File: src/rtl/fifo_stream_unpacker.sv
// Drains a registered-read FIFO into a 2-word buffer and serializes each word into OUT_WIDTH beats, least-significant slice first.
// Optional FIFO_UNPACK_STATS_EN adds the words_done counter port.
module fifo_stream_unpacker #(
  parameter int DATA_WIDTH = 64,
  parameter int OUT_WIDTH  = 16
) (
  input  logic                  clk,
  input  logic                  rst_n,
  input  logic [DATA_WIDTH-1:0] fifo_data,
  input  logic                  fifo_empty,
  output logic                  fifo_rd_en,
  output logic [OUT_WIDTH-1:0]  out_data,
  output logic                  out_valid,
  input  logic                  out_ready,
  output logic                  out_last
`ifdef FIFO_UNPACK_STATS_EN
  ,
  output logic [15:0]           words_done
`endif
);

  localparam int RATIO  = DATA_WIDTH / OUT_WIDTH;
  localparam int BIDX_W = (RATIO > 1) ? $clog2(RATIO) : 1;
  localparam logic [BIDX_W-1:0] LAST_IDX = BIDX_W'(RATIO - 1);

  typedef enum logic {
    IDLE,
    STREAM
  } state_t;

  state_t state, state_next;

  logic [DATA_WIDTH-1:0] buf_mem [2];
  logic                  head;
  logic                  tail;
  logic [1:0]            occ;
  logic [1:0]            occ_next;
  logic                  inflight;
  logic [BIDX_W-1:0]     bidx;
  logic                  capture;
  logic                  beat_fire;
  logic                  pop;
  logic [2:0]            demand;
  logic [OUT_WIDTH-1:0]  head_slice;

  assign capture   = inflight;
  assign beat_fire = out_valid && out_ready;
  assign pop       = beat_fire && (bidx == LAST_IDX);

  // Words held plus the one in flight, minus the one leaving this cycle, must stay below 2.
  assign demand     = {1'b0, occ} + {2'b00, inflight} - {2'b00, pop};
  assign fifo_rd_en = rst_n && !fifo_empty && (demand < 3'd2);

  always_comb begin
    occ_next = occ;
    case ({capture, pop})
      2'b10:   occ_next = occ + 2'd1;
      2'b01:   occ_next = occ - 2'd1;
      default: occ_next = occ;
    endcase
  end

  always_ff @(posedge clk or negedge rst_n) begin
    if (!rst_n) begin
      state <= IDLE;
    end else begin
      state <= state_next;
    end
  end

  always_comb begin
    state_next = state;
    case (state)
      IDLE: begin
        if (capture) state_next = STREAM;
      end
      STREAM: begin
        if (pop && (occ == 2'd1) && !capture) state_next = IDLE;
      end
      default: state_next = IDLE;
    endcase
  end

  always_ff @(posedge clk or negedge rst_n) begin
    if (!rst_n) begin
      head     <= 1'b0;
      tail     <= 1'b0;
      occ      <= 2'd0;
      inflight <= 1'b0;
      bidx     <= '0;
    end else begin
      inflight <= fifo_rd_en;
      occ      <= occ_next;
      if (capture) tail <= ~tail;
      if (pop)     head <= ~head;
      if (beat_fire) begin
        bidx <= (bidx == LAST_IDX) ? '0 : bidx + BIDX_W'(1);
      end
    end
  end

  // Storage needs no reset: nothing reads a slot before a capture fills it.
  always_ff @(posedge clk) begin
    if (capture) buf_mem[tail] <= fifo_data;
  end

  always_comb begin
    head_slice = '0;
    for (int i = 0; i < RATIO; i++) begin
      if (bidx == BIDX_W'(i)) head_slice = buf_mem[head][i*OUT_WIDTH +: OUT_WIDTH];
    end
  end

  assign out_valid = (state == STREAM);
  assign out_data  = out_valid ? head_slice : '0;
  assign out_last  = out_valid && (bidx == LAST_IDX);

`ifdef FIFO_UNPACK_STATS_EN
  always_ff @(posedge clk or negedge rst_n) begin
    if (!rst_n) begin
      words_done <= 16'd0;
    end else if (pop) begin
      words_done <= words_done + 16'd1;
    end
  end
`endif

endmodule

File: config.mk
export PLATFORM = sky130hd
export DESIGN_NAME = fifo_stream_unpacker
export DESIGN_NICKNAME = d
export VERILOG_FILES = /design/src/rtl/fifo_stream_unpacker.sv
export SDC_FILE = /design/constraint.sdc
export NUM_CORES = 1
export LEC_CHECK = 0
export CAP_MARGIN = 20
export CORE_ASPECT_RATIO = 1.1
export CORE_UTILIZATION = 48
export DETAILED_ROUTE_END_ITERATION = 12
export PLACE_DENSITY = 0.84
export SETUP_SLACK_MARGIN = 0.2
export SYNTH_ARGS = -nofsm -noshare
export SYNTH_HDL_FRONTEND = slang
export SYNTH_SLANG_ARGS = --single-unit
File: constraint.sdc
create_clock -name clk -period 3.8 [get_ports clk]
set_clock_uncertainty 0.1 [all_clocks]
set_input_delay 0.76 -clock clk [delete_from_list [all_inputs] [get_ports clk]]
set_output_delay 0.76 -clock clk [all_outputs]
set_load 0.05 [all_outputs]
# After elaboration in Yosys (flattened, before gate mapping)
# Memory sizes are Yosys's and may differ from the RTL's.
# Index checks and enable logic that the tools add are counted.
# classes
addsub	5
n_mul	0
div_mod_pow	0
order_cmp	1
eq_ne	6
n_shift	0
mux	11
bitwise	3
reduce_logical	11
# op_table
cell	n
$mux 16	5
$logic_and 1x1->1	7
$eq 2x1->1 const B	3
$eq 2x2->1 const B	3
$add 2x1->2 const B	2
$pmux 2 s2	1
$add 2x1->3	1
$lt 3x2->1 const B	1
$mux 1	3
$not 1->1	3
$sub 3x1->3	1
$logic_not 1->1	2
$logic_not 2->1	1
$mux 2	1
$pmux 1 s2	1
$reduce_bool 2->1	1
$sub 2x1->2 const B	1
# totals
regBits	8
latchBits	0
mem_bits_rw	128
mem_bits_ro	0
elab_cells	44
memories	1
# mem_list
name	depth	word_bits	read_ports	rd_clocked_by_memory_dff	write_ports	line	text
buf_mem	2	64	1	0	1	33	logic [DATA_WIDTH-1:0] buf_mem [2];

# Longest topological paths before layout
# depth
depth_word	6
mapped_depth	8

# Worst setup path after synthesis
# Ideal clock, no wire load.
# synth_timing
path_kind	reg-to-output
start	register bidx[0]
end	output port fifo_rd_en
arrival_time_ns	3.077
slack_ns	-0.137
stages_incl_launch_ff	9
cell_sequence	dfrtp_1 -> ha_1 -> buf_2 -> and3_1 -> ha_1 -> nand2b_1 -> fa_1 -> xor2_1 -> nor3_1
# synth_via
elab_chain_cells	5
# synth_rtl
element	line	text
from (decl)	39	logic [BIDX_W-1:0] bidx;
from (signal assigned)	97	bidx <= (bidx == LAST_IDX) ? '0 : bidx + BIDX_W'(1);
$eq 2x2->1	48	assign pop = beat_fire && (bidx == LAST_IDX);
$logic_and 1x1->1	48	
$sub 3x1->3	51	assign demand = {1'b0, occ} + {2'b00, inflight} - {2'b00, pop};
$lt 3x2->1	52	assign fifo_rd_en = rst_n && !fifo_empty && (demand < 3'd2);
$logic_and 1x1->1	52	
to (decl)	11	output logic fifo_rd_en,
# No other way between the ends.

# Worst setup path in the final report
# layout_timing
start	input port out_ready
end	output port fifo_rd_en
# layout_via
elab_chain_cells	5
# layout_rtl
element	line	text
from (decl)	14	input logic out_ready,
$logic_and 1x1->1	47	assign beat_fire = out_valid && out_ready;
$logic_and 1x1->1	48	
$sub 3x1->3	51	
$lt 3x2->1	52	
$logic_and 1x1->1	52	
# No other way between the ends.

==> impl_metrics.csv <==
group,metric,value,unit
timing,tightest_slew,895,ps
finish,antenna_cells,0,
timing,finalCritPeriodShare,91.5,%
clock_network,cts-root-buf,"clkbuf_16",
route,vias,2935,
synthesis,async_flop_share,5.88,%
die,die_h,114,µm
global_routing,grt-busiest-layer,"met2",
clock_network,clk_pin_slew,60,ps
timing,slew-limit-headroom,40.3,%
pwr,sw_frac_of_total,37.6,%
timing,hold_viol,0,
pwr,p_int,3.77,mW
worst_setup_path,cp.required,2940,ps
synthesis,ys.flop_type,"edfxtp_1",
global_routing,overflow,0,
die,core_area,11000,µm²
worst_setup_path,cp-end-kind,"output pin",
global_routing,grt.met3_usage,5.86,%
placed_design,finalWeightedCongestion,0.767,
pwr,p_comb_share,40.8,%
timing,max_freq,287,MHz
die,start_util,49.8,%
finish,fin_nets,474,
finish,utilization,63.7,%
synthesis,seq_area_frac_synth,73.7,%
worst_setup_path,critPathKind,"in2out",
die,num_io_pins,87,
finish,syn2layout_area_growth,28.0,%
min_path,hp-class,"reg2reg",
worst_setup_path,r2r_setup_slack,1530,ps
synthesis,syn_area_per_cell,18.2,µm²
route,wire_per_inst,18.3,µm
clock_network,cts_made_buffers,17,
worst_setup_path,cp_data_arrival_time,2620,ps
die,rows,40,
clock_network,htree_levels,4,
pwr,power_density,860,nW/µm²
pwr,power.leakage,2.64,nW
timing,setup_violations,0,
worst_setup_path,critical_path.startpoint_type,"primary input",
synthesis,yosys_warnings,0,
pwr,ir_worst_vdd,0.000513,V
global_routing,grt_pass1_wl,16200,µm
worst_setup_path,r2r-start,"bidx[1]",
die,die_w,104,µm
clock_network,clk_latency,410,ps
route,drc,0,
global_routing,antenna_found_initial,0,
worst_setup_path,reg2reg_to,"capture",
global_routing,grt_max_degree,41,
global_routing,grt_pass1_vias,3110,
pwr,switchingPower,2.27,mW
route,initialDrtViolationCount,174,
min_path,holdPathStages,1,
route,antenna_violating_nets_post_route,0,
pwr,clkPwrFrac,25.2,%
synthesis,synth.net_count,377,
clock_network,cts.sinks,136,
placed_design,io_buffers,86,
clock_network,cts_max_path_buffers,2,
global_routing,grtUsageMet2,29.9,%
clock_network,ctsHoldBuffers,0,
worst_setup_path,worstRegToRegCells,8,
route,viasPerCell,5.26,
worst_setup_path,crit_path_end,"fifo_rd_en",
die,fp.dieArea,11900,µm²
synthesis,syn_area,5480,µm²
timing,tns,0,ps
worst_setup_path,crit_start,"out_ready",
route,drt-total-wl,10200,µm
clock_network,cts_tree,"done",
global_routing,use_met1,23.0,%
synthesis,post_synth_inst_count,302,
route,drtPass1Iterations,4,
placed_design,place_hpwl,6650,µm
finish,final_cell_mix,"edfxtp_1 (128), clkdlybuf4s50_1 (68), mux2i_1 (64)",
outcome,status,"completed",
synthesis,synth-edff-count,128,
job,maxCapViolations,0,
synthesis,synth.distinct_cells,29,
global_routing,track_usage,18.5,%
pwr,pwr-share-seq,34.0,%
worst_setup_path,cp_max_fo,4,
timing,period_needed,3480,ps
synthesis,synth_seq_cells,136,
finish,drive_gt1_share,14.6,%
timing,slew_violations,0,
finish,layout_commonest_cell,"edfxtp_1",
timing,rsz0062_at_grt,"false",
-- worst min path at each step --
stage | startpoint | endpoint
floorplan | capture | tail
global placement | occ[0] | occ[0]
detailed placement | capture | tail
CTS | occ[0] | occ[0]
global route | occ[0] | occ[0]
finish | occ[0] | occ[0]
-- timing repair --
action | in CTS | in global routing
gates cloned | 0 | 0
setup buffers | 2 | 0
setup endpoints to repair | 1 | 1
pin swaps | 1 | 1
gates resized for setup | 3 | 2
-- sequential cells by signal, indices dropped and copies added (netlist names) --
name / flops
out_valid: 1
buf_mem: 128
occ: 2
tail: 1
head: 1
bidx: 2
capture: 1
-- per-stage QoR --
stage          power (mW)  setup slack (ps)  hold slack [ps]  instance area, µm²  cells
6_report             6.04               322              419                7020    558
3_5_place_dp         4.52             -19.6              405                6430    525
2_1_floorplan        3.90               298              352                5490    302
5_1_grt              6.28               251              438                7020    558
3_3_place_gp         4.47              90.4              390                6430    525
4_1_cts              6.06               210              418                7000    558
-- logic make-up (layout without fill, tap and decap cells) --
| group | count (synthesis) | in the layout | share of synthesized area [%] |
|---|---|---|---|
| compound gates | 50 | 50 | 7.16 |
| xor+xnor | 5 | 5 | 0.799 |
| fa+ha+maj | 7 | 7 | 1.73 |
| buf+inv | 23 | 132 | 3.17 |
| flops | 136 | 136 | 73.7 |
| mux | 65 | 65 | 11.9 |
| simple gates | 16 | 16 | 1.51 |
-- worst max-delay path, stage by stage --
cell and delay, ps:
dlygate4sd2_1 260, and3_4 210, ha_4 220, nand2b_1 150, fa_1 390, xor2_1 170
nor3_2 250, clkbuf_16 210
-- synthesized netlist by cell type (2+ instances only) --
master | instances | area [µm²]
dfrtp_1 | 8 | 200
nand2_1 | 5 | 18.8
xor2_1 | 4 | 35.0
and2_1 | 2 | 12.5
buf_2 | 6 | 30.0
o211a_1 | 16 | 160
ha_1 | 6 | 75.1
clkbuf_1 | 5 | 18.8
inv_1 | 5 | 18.8
o22ai_1 | 16 | 100
nor3_1 | 2 | 10.0
buf_12 | 3 | 60.1
nand2b_1 | 2 | 12.5
edfxtp_1 | 128 | 3840
mux2i_1 | 64 | 641
a22oi_1 | 16 | 120
buf_8 | 2 | 30.0
-- per-layer routing --
metal	vias up	part of all wire, %
li1	1400	-
met1	1417	43
met2	96	50
met3	22	4.8
met4	0	2.4
met5	-	0
-- area by class of cell --
class	instances	area, µm²
inverters	5	18.8
flip-flops and latches	136	4050
clock inverters	10	105
clock buffers	21	440
repair buffers	96	922
fillers	783	3990
multi-input cells	143	1300
well taps	147	184
-- power groups by stage --
stage	registers, mW	clock network [mW]	logic, mW
floorplan	2.02	0	1.87
global placement	2.07	0	2.40
detailed placement	2.09	0	2.44
CTS	2.06	1.54	2.47
global route	2.08	1.60	2.60
finish	2.05	1.52	2.47
Note: power is estimated with default switching activity, not from simulation.
